`config.mk`:
```
export PLATFORM = sky130hd
export DESIGN_NAME = cnn_pixel_streamer
export DESIGN_NICKNAME = d
export VERILOG_FILES = /design/src/rtl/cnn_pixel_streamer.sv
export SDC_FILE = /design/constraint.sdc
export NUM_CORES = 1
export LEC_CHECK = 0
export BUFFER_PORTS_ARGS = -buffer_cell sky130_fd_sc_hd__buf_2
export CORE_UTILIZATION = 49
export DETAILED_ROUTE_END_ITERATION = 8
export HOLD_SLACK_MARGIN = 0.06
export PLACE_DENSITY = 0.77
export SETUP_SLACK_MARGIN = 0.5
export SLEW_MARGIN = 20
export SYNTH_ARGS = -nofsm -noshare
export SYNTH_HDL_FRONTEND = slang
export SYNTH_SLANG_ARGS = --single-unit
```
`constraint.sdc`:
```
create_clock -name clk -period 1.77 [get_ports clk]
set_input_delay 0.177 -clock clk [delete_from_list [all_inputs] [get_ports clk]]
set_output_delay 0.177 -clock clk [all_outputs]
set_load 0.02 [all_outputs]
```
`src/rtl/cnn_pixel_streamer.sv`:
```
// Frame reader: fetches packed 32-bit words from memory one request at a time
// and streams them out as 8-bit pixels with sof/eol/eof framing.
module cnn_pixel_streamer #(
  parameter int DATA_WIDTH = 8,
  parameter int WIDTH      = 28,
  parameter int HEIGHT     = 28
) (
  input  logic                  clk,
  input  logic                  rst_n,
  input  logic                  start_i,
  input  logic                  abort_i,
  input  logic [31:0]           base_addr_i,
  output logic                  busy_o,
  output logic                  done_o,
  output logic                  mem_req_o,
  output logic [31:0]           mem_addr_o,
  input  logic                  mem_gnt_i,
  input  logic                  mem_rvalid_i,
  input  logic [31:0]           mem_rdata_i,
  output logic [DATA_WIDTH-1:0] pixel_o,
  output logic                  valid_o,
  input  logic                  ready_i,
  output logic                  sof_o,
  output logic                  eol_o,
  output logic                  eof_o
);

  localparam int NWORDS = WIDTH * HEIGHT / 4;
  localparam int WW = (NWORDS > 1) ? $clog2(NWORDS) : 1;
  localparam int CW = (WIDTH  > 1) ? $clog2(WIDTH)  : 1;
  localparam int RW = (HEIGHT > 1) ? $clog2(HEIGHT) : 1;

  typedef enum logic [2:0] {
    S_IDLE, S_REQ, S_WAIT, S_EMIT, S_DRAIN, S_DONE
  } state_t;

  state_t          r_state;
  logic [31:0]     r_addr;
  logic [WW-1:0]   r_word_idx;
  logic [31:0]     r_word;
  logic [1:0]      r_byte;
  logic [CW-1:0]   r_col;
  logic [RW-1:0]   r_row;
  logic            r_busy;
  logic            r_done;
  logic            r_req;
  logic            r_valid;

  logic w_last_col;
  logic w_last_row;
  logic w_last_word;

  assign w_last_col  = (r_col == CW'(WIDTH - 1));
  assign w_last_row  = (r_row == RW'(HEIGHT - 1));
  assign w_last_word = (r_word_idx == WW'(NWORDS - 1));

  assign busy_o     = r_busy;
  assign done_o     = r_done;
  assign mem_req_o  = r_req;
  assign mem_addr_o = r_addr;
  assign valid_o    = r_valid;
  // Framing derives only from registers, so it holds steady while stalled.
  assign pixel_o    = r_word[{r_byte, 3'b000} +: DATA_WIDTH];
  assign sof_o      = r_valid & (r_row == '0) & (r_col == '0);
  assign eol_o      = r_valid & w_last_col;
  assign eof_o      = r_valid & w_last_col & w_last_row;

  always_ff @(posedge clk or negedge rst_n) begin
    if (!rst_n) begin
      r_state    <= S_IDLE;
      r_addr     <= '0;
      r_word_idx <= '0;
      r_word     <= '0;
      r_byte     <= '0;
      r_col      <= '0;
      r_row      <= '0;
      r_busy     <= 1'b0;
      r_done     <= 1'b0;
      r_req      <= 1'b0;
      r_valid    <= 1'b0;
    end else begin
      r_done <= 1'b0;
      case (r_state)
        S_IDLE: begin
          if (start_i) begin
            r_state    <= S_REQ;
            r_busy     <= 1'b1;
            r_req      <= 1'b1;
            r_addr     <= base_addr_i & 32'hFFFF_FFFC;
            r_word_idx <= '0;
            r_col      <= '0;
            r_row      <= '0;
          end
        end
        S_REQ: begin
          if (mem_gnt_i) begin
            // An accepted request always returns data, so abort must drain it.
            r_req   <= 1'b0;
            r_state <= abort_i ? S_DRAIN : S_WAIT;
          end else if (abort_i) begin
            r_req   <= 1'b0;
            r_busy  <= 1'b0;
            r_state <= S_IDLE;
          end
        end
        S_WAIT: begin
          if (abort_i) begin
            if (mem_rvalid_i) begin
              r_busy  <= 1'b0;
              r_state <= S_IDLE;
            end else begin
              r_state <= S_DRAIN;
            end
          end else if (mem_rvalid_i) begin
            r_word  <= mem_rdata_i;
            r_byte  <= '0;
            r_valid <= 1'b1;
            r_state <= S_EMIT;
          end
        end
        S_EMIT: begin
          if (abort_i) begin
            r_valid <= 1'b0;
            r_busy  <= 1'b0;
            r_state <= S_IDLE;
          end else if (ready_i) begin
            if (w_last_col) begin
              r_col <= '0;
              r_row <= w_last_row ? '0 : r_row + 1'b1;
            end else begin
              r_col <= r_col + 1'b1;
            end
            if (r_byte == 2'd3) begin
              r_valid <= 1'b0;
              if (w_last_word) begin
                r_done  <= 1'b1;
                r_state <= S_DONE;
              end else begin
                r_word_idx <= r_word_idx + 1'b1;
                r_addr     <= r_addr + 32'd4;
                r_req      <= 1'b1;
                r_state    <= S_REQ;
              end
            end else begin
              r_byte <= r_byte + 1'b1;
            end
          end
        end
        S_DRAIN: begin
          if (mem_rvalid_i) begin
            r_busy  <= 1'b0;
            r_state <= S_IDLE;
          end
        end
        S_DONE: begin
          r_busy  <= 1'b0;
          r_state <= S_IDLE;
        end
        default: begin
          r_busy  <= 1'b0;
          r_req   <= 1'b0;
          r_valid <= 1'b0;
          r_state <= S_IDLE;
        end
      endcase
    end
  end

endmodule

```
==> flow_summary.toml <==
[outcome]
status = "complete, but fails checks"
violations = "negative setup slack"

[critical_path]
crit_required_ns = 2.04
path_class = "register to register"
cpPeakStageDelay_ns = 0.47
arrival_ns = 2.39
r2r_cells = 9
startpoint_type = "register"
critical_path.top_delay_family = "compound AO/OA/AOI/OAI gates"
crit_fanout = 5
cpMostUsedCell = "buf_6"
cp-end-kind = "register"
rr_endpoint = "busy_o"
worst-path-buf-inv = 4
cpMaxStageDelayCell = "dfrtp_2"
r2r_start = "r_state[0]"
r2r_slack_ns = -0.36
crit_chain = "buf_6 > buf_6 > buf_4 > buf_6 > nand3b_1 > o21ai_2 > o31ai_1 > a21oi_1 > a31o_2"

[floorplan]
dieWidth_um = 103
die_area_sq_um = 10600
start_util_pct = 50.8
die_height_um = 103
io-pin-count = 118
core-area_sq_um = 9860
std_cell_rows = 36

[clock_network]
clock_sinks = 89
clkSlewWorstSetupHoldPaths_ns = 0.12
cts_tree = "done"
worstSkewPairLatency_ns = 0.40
cts_max_level = 3
numCtsBuffers = 9
cts_root_buf = "clkbuf_8"
cts_buffer_depth = 2

[sta]
slew_headroom_pct = 56.5
setup_viol = 97
worst_pin_slew_ns = 0.648
rsz0062_at_grt = "yes"
finalCritPeriodShare_pct = 120
setup_tns_ns = -20.09
final_hold_viol_count = 0
fmax_mhz = 470
fin_ws_ns = -0.356
fin_skew_ns = 0.0299
finalCriticalPeriod_ns = 2.13
timing.final.max_slew_violations = 0

[detailed_routing]
via_count = 6609
wirelength_um = 26900
drt-vias-per-instance = 7.22
drt-wirelength-per-cell_um = 29.4
route.detailed.drc = 0
ant_nets = 0
first_iter_violations = 972
first_pass_iters = 8

[synthesis]
synth_ff_type = "dfrtp_1"
synthArstFlopShare_pct = 100
netlist_instances = 514
yosysWarnings = 0
netlist.area_leader.share_pct = 44.4
synth-seq-area-share_pct = 44.4
synth_area_sq_um = 5010
synth_area_leader_cell = "dfrtp_1"
post_synth_num_cell_types = 58
ys_ff_latch = 89
synthTopCellsByArea = "dfrtp_1 44%, mux2_2 7.9%, a21oi_1 4.2%"
avgSynthCellArea_sq_um = 9.75
synth_edf_count = 0

[finish]
fillers = 312
area_growth_pct = 76.4
final_cell_mix = "96 x buf_2, 66 x buf_6, 63 x dfrtp_1, 61 x buf_4, 36 x nand2_1"
nNetsFinal = 855
layout_commonest_cell = "buf_2"
drive_above_1_share_pct = 59.7
stdcell_count = 916

[placed_design]
portBuffers = 113
place.gp.congestion = 0.873
place_inst = 778
place_hpwl_um = 9480

[global_routing]
use_met2_pct = 72.2
met3_usage_pct = 8.68
track_usage_pct = 41.3
antenna_found_initial = 1
grt-ovfl-total = 0
grt_pass1_vias = 6017
use_met1_pct = 47.3
grt-busiest-layer = "met2"
grt_pass1_wl_um = 32200
grt_max_degree = 45

[hold_path]
hold_path_depth = 3
min_to = "mem_addr_o[27]"
hold_start = "base_addr_i[27]"
hp-class = "input port to register"

[power_and_ir_drop]
power_density_nw_per_um2 = 1700
p_leak_nw = 3.90
ir_drop_v = 0.00119
power.total_mw = 15.1

[job]
drv_cap = 0
[logic make-up (layout without fill, tap and decap cells)]
| logic type | after synthesis | after routing | synth area share [%] |
|---|---|---|---|
| flip-flops | 89 | 89 | 44.4 |
| AND/OR/NAND/NOR | 179 | 179 | 19.3 |
| AO/OA/AOI/OAI | 147 | 147 | 18.6 |
| adder cells (fa/ha/maj) | 7 | 7 | 1.75 |
| buffers and inverters | 46 | 313 | 4.04 |
| multiplexers | 45 | 45 | 11.9 |
| other | 1 | 3 | 0.0748 |
[Yosys cell counts (4+ instances only)]
cell type  count
a31oi_1        8
o31ai_1        6
nand3b_1       4
nor2_1        26
o22ai_1       12
clkbuf_1      26
nand3_1       30
nor3_1         7
inv_1          8
and4_1         4
a22oi_1        4
a21oi_1       42
mux2_2        35
ha_1           7
and3_1        20
nand4_1       13
buf_2          6
o21ai_0       29
nor4_1         4
nand2b_1       4
nand2_1       44
mux4_2         8
and2_1         4
o21ai_1        7
dfrtp_1       89
o32ai_1        4
a2bb2oi_1     13
nand4b_1       5
[where the power goes]
| group | switching [mW] | total [mW] | leakage, nW | internal [mW] |
|---|---|---|---|---|
| logic | 4.78 | 9.44 | 2.70 | 4.67 |
| registers | 1.04 | 3.90 | 1.08 | 2.87 |
| clock network | 0.882 | 1.72 | 0.116 | 0.841 |
[cell type report]
class / count / area, sq um / area share [%]
repair buffers: 289 / 2750 / 31.0
diodes: 1 / 2.50 / 0.0283
well taps: 133 / 166 / 1.88
inverters: 8 / 30.0 / 0.340
flip-flops and latches: 89 / 2260 / 25.6
multi-input cells: 380 / 3410 / 38.6
clock buffers: 10 / 138 / 1.56
clock inverters: 6 / 91.3 / 1.03
[how the worst max path moves through the flow]
stage	from	to	cells past startpoint
after global placement	r_word_idx[0]	r_word_idx[2]	7
after floorplan	r_state[0]	r_row[3]	7
final	r_state[0]	busy_o	9
after detailed placement	r_word_idx[0]	mem_addr_o[29]	7
after CTS	r_col[1]	sof_o	5
after global routing	r_state[0]	mem_addr_o[9]	7
[stage by stage]
stage	hold WS [ns]	setup WS (ns)	util, %	cell area, sq um
finish	0.0643	-0.356	89.6	8840
global route	0.0779	-0.502	89.6	8840
CTS	0.0648	-0.156	84.3	8320
detailed placement	0.189	-0.0462	63.5	6260
global placement	0.185	0.0164	63.5	6260
floorplan	-0.119	-0.158	-	5310
[what timing repair did]
action | 4_1_cts | 5_1_grt
pin swaps | 33 | 24
hold buffers | 34 | 0
setup buffers | 57 | 15
cloned | 15 | 0
resized for setup | 177 | 89
endpoints found under the setup margin | 105 | 108
hold endpoints to repair | 68 | 0
[worst min-delay path: stages]
cell and delay (ns):
buf_2 0.09, a32oi_1 0.10, nand2_1 0.08
[layer usage]
metal / wire, um / vias up / part of all wire (%)
met4: 3130 / 0 / 12
met1: 8330 / 2999 / 31
met3: 3390 / 335 / 13
met2: 12000 / 804 / 45
li1: - / 2471 / -
met5: 0 / - / 0
[flip-flops by register name, indices dropped and copies added (netlist names)]
register / count
r_word: 32
mem_addr_o: 30
r_word_idx: 8
r_col: 5
r_row: 5
r_state: 3
r_byte: 2
busy_o: 1
done_o: 1
mem_req_o: 1
valid_o: 1
No activity file was read; power rests on OpenSTA's default activity.
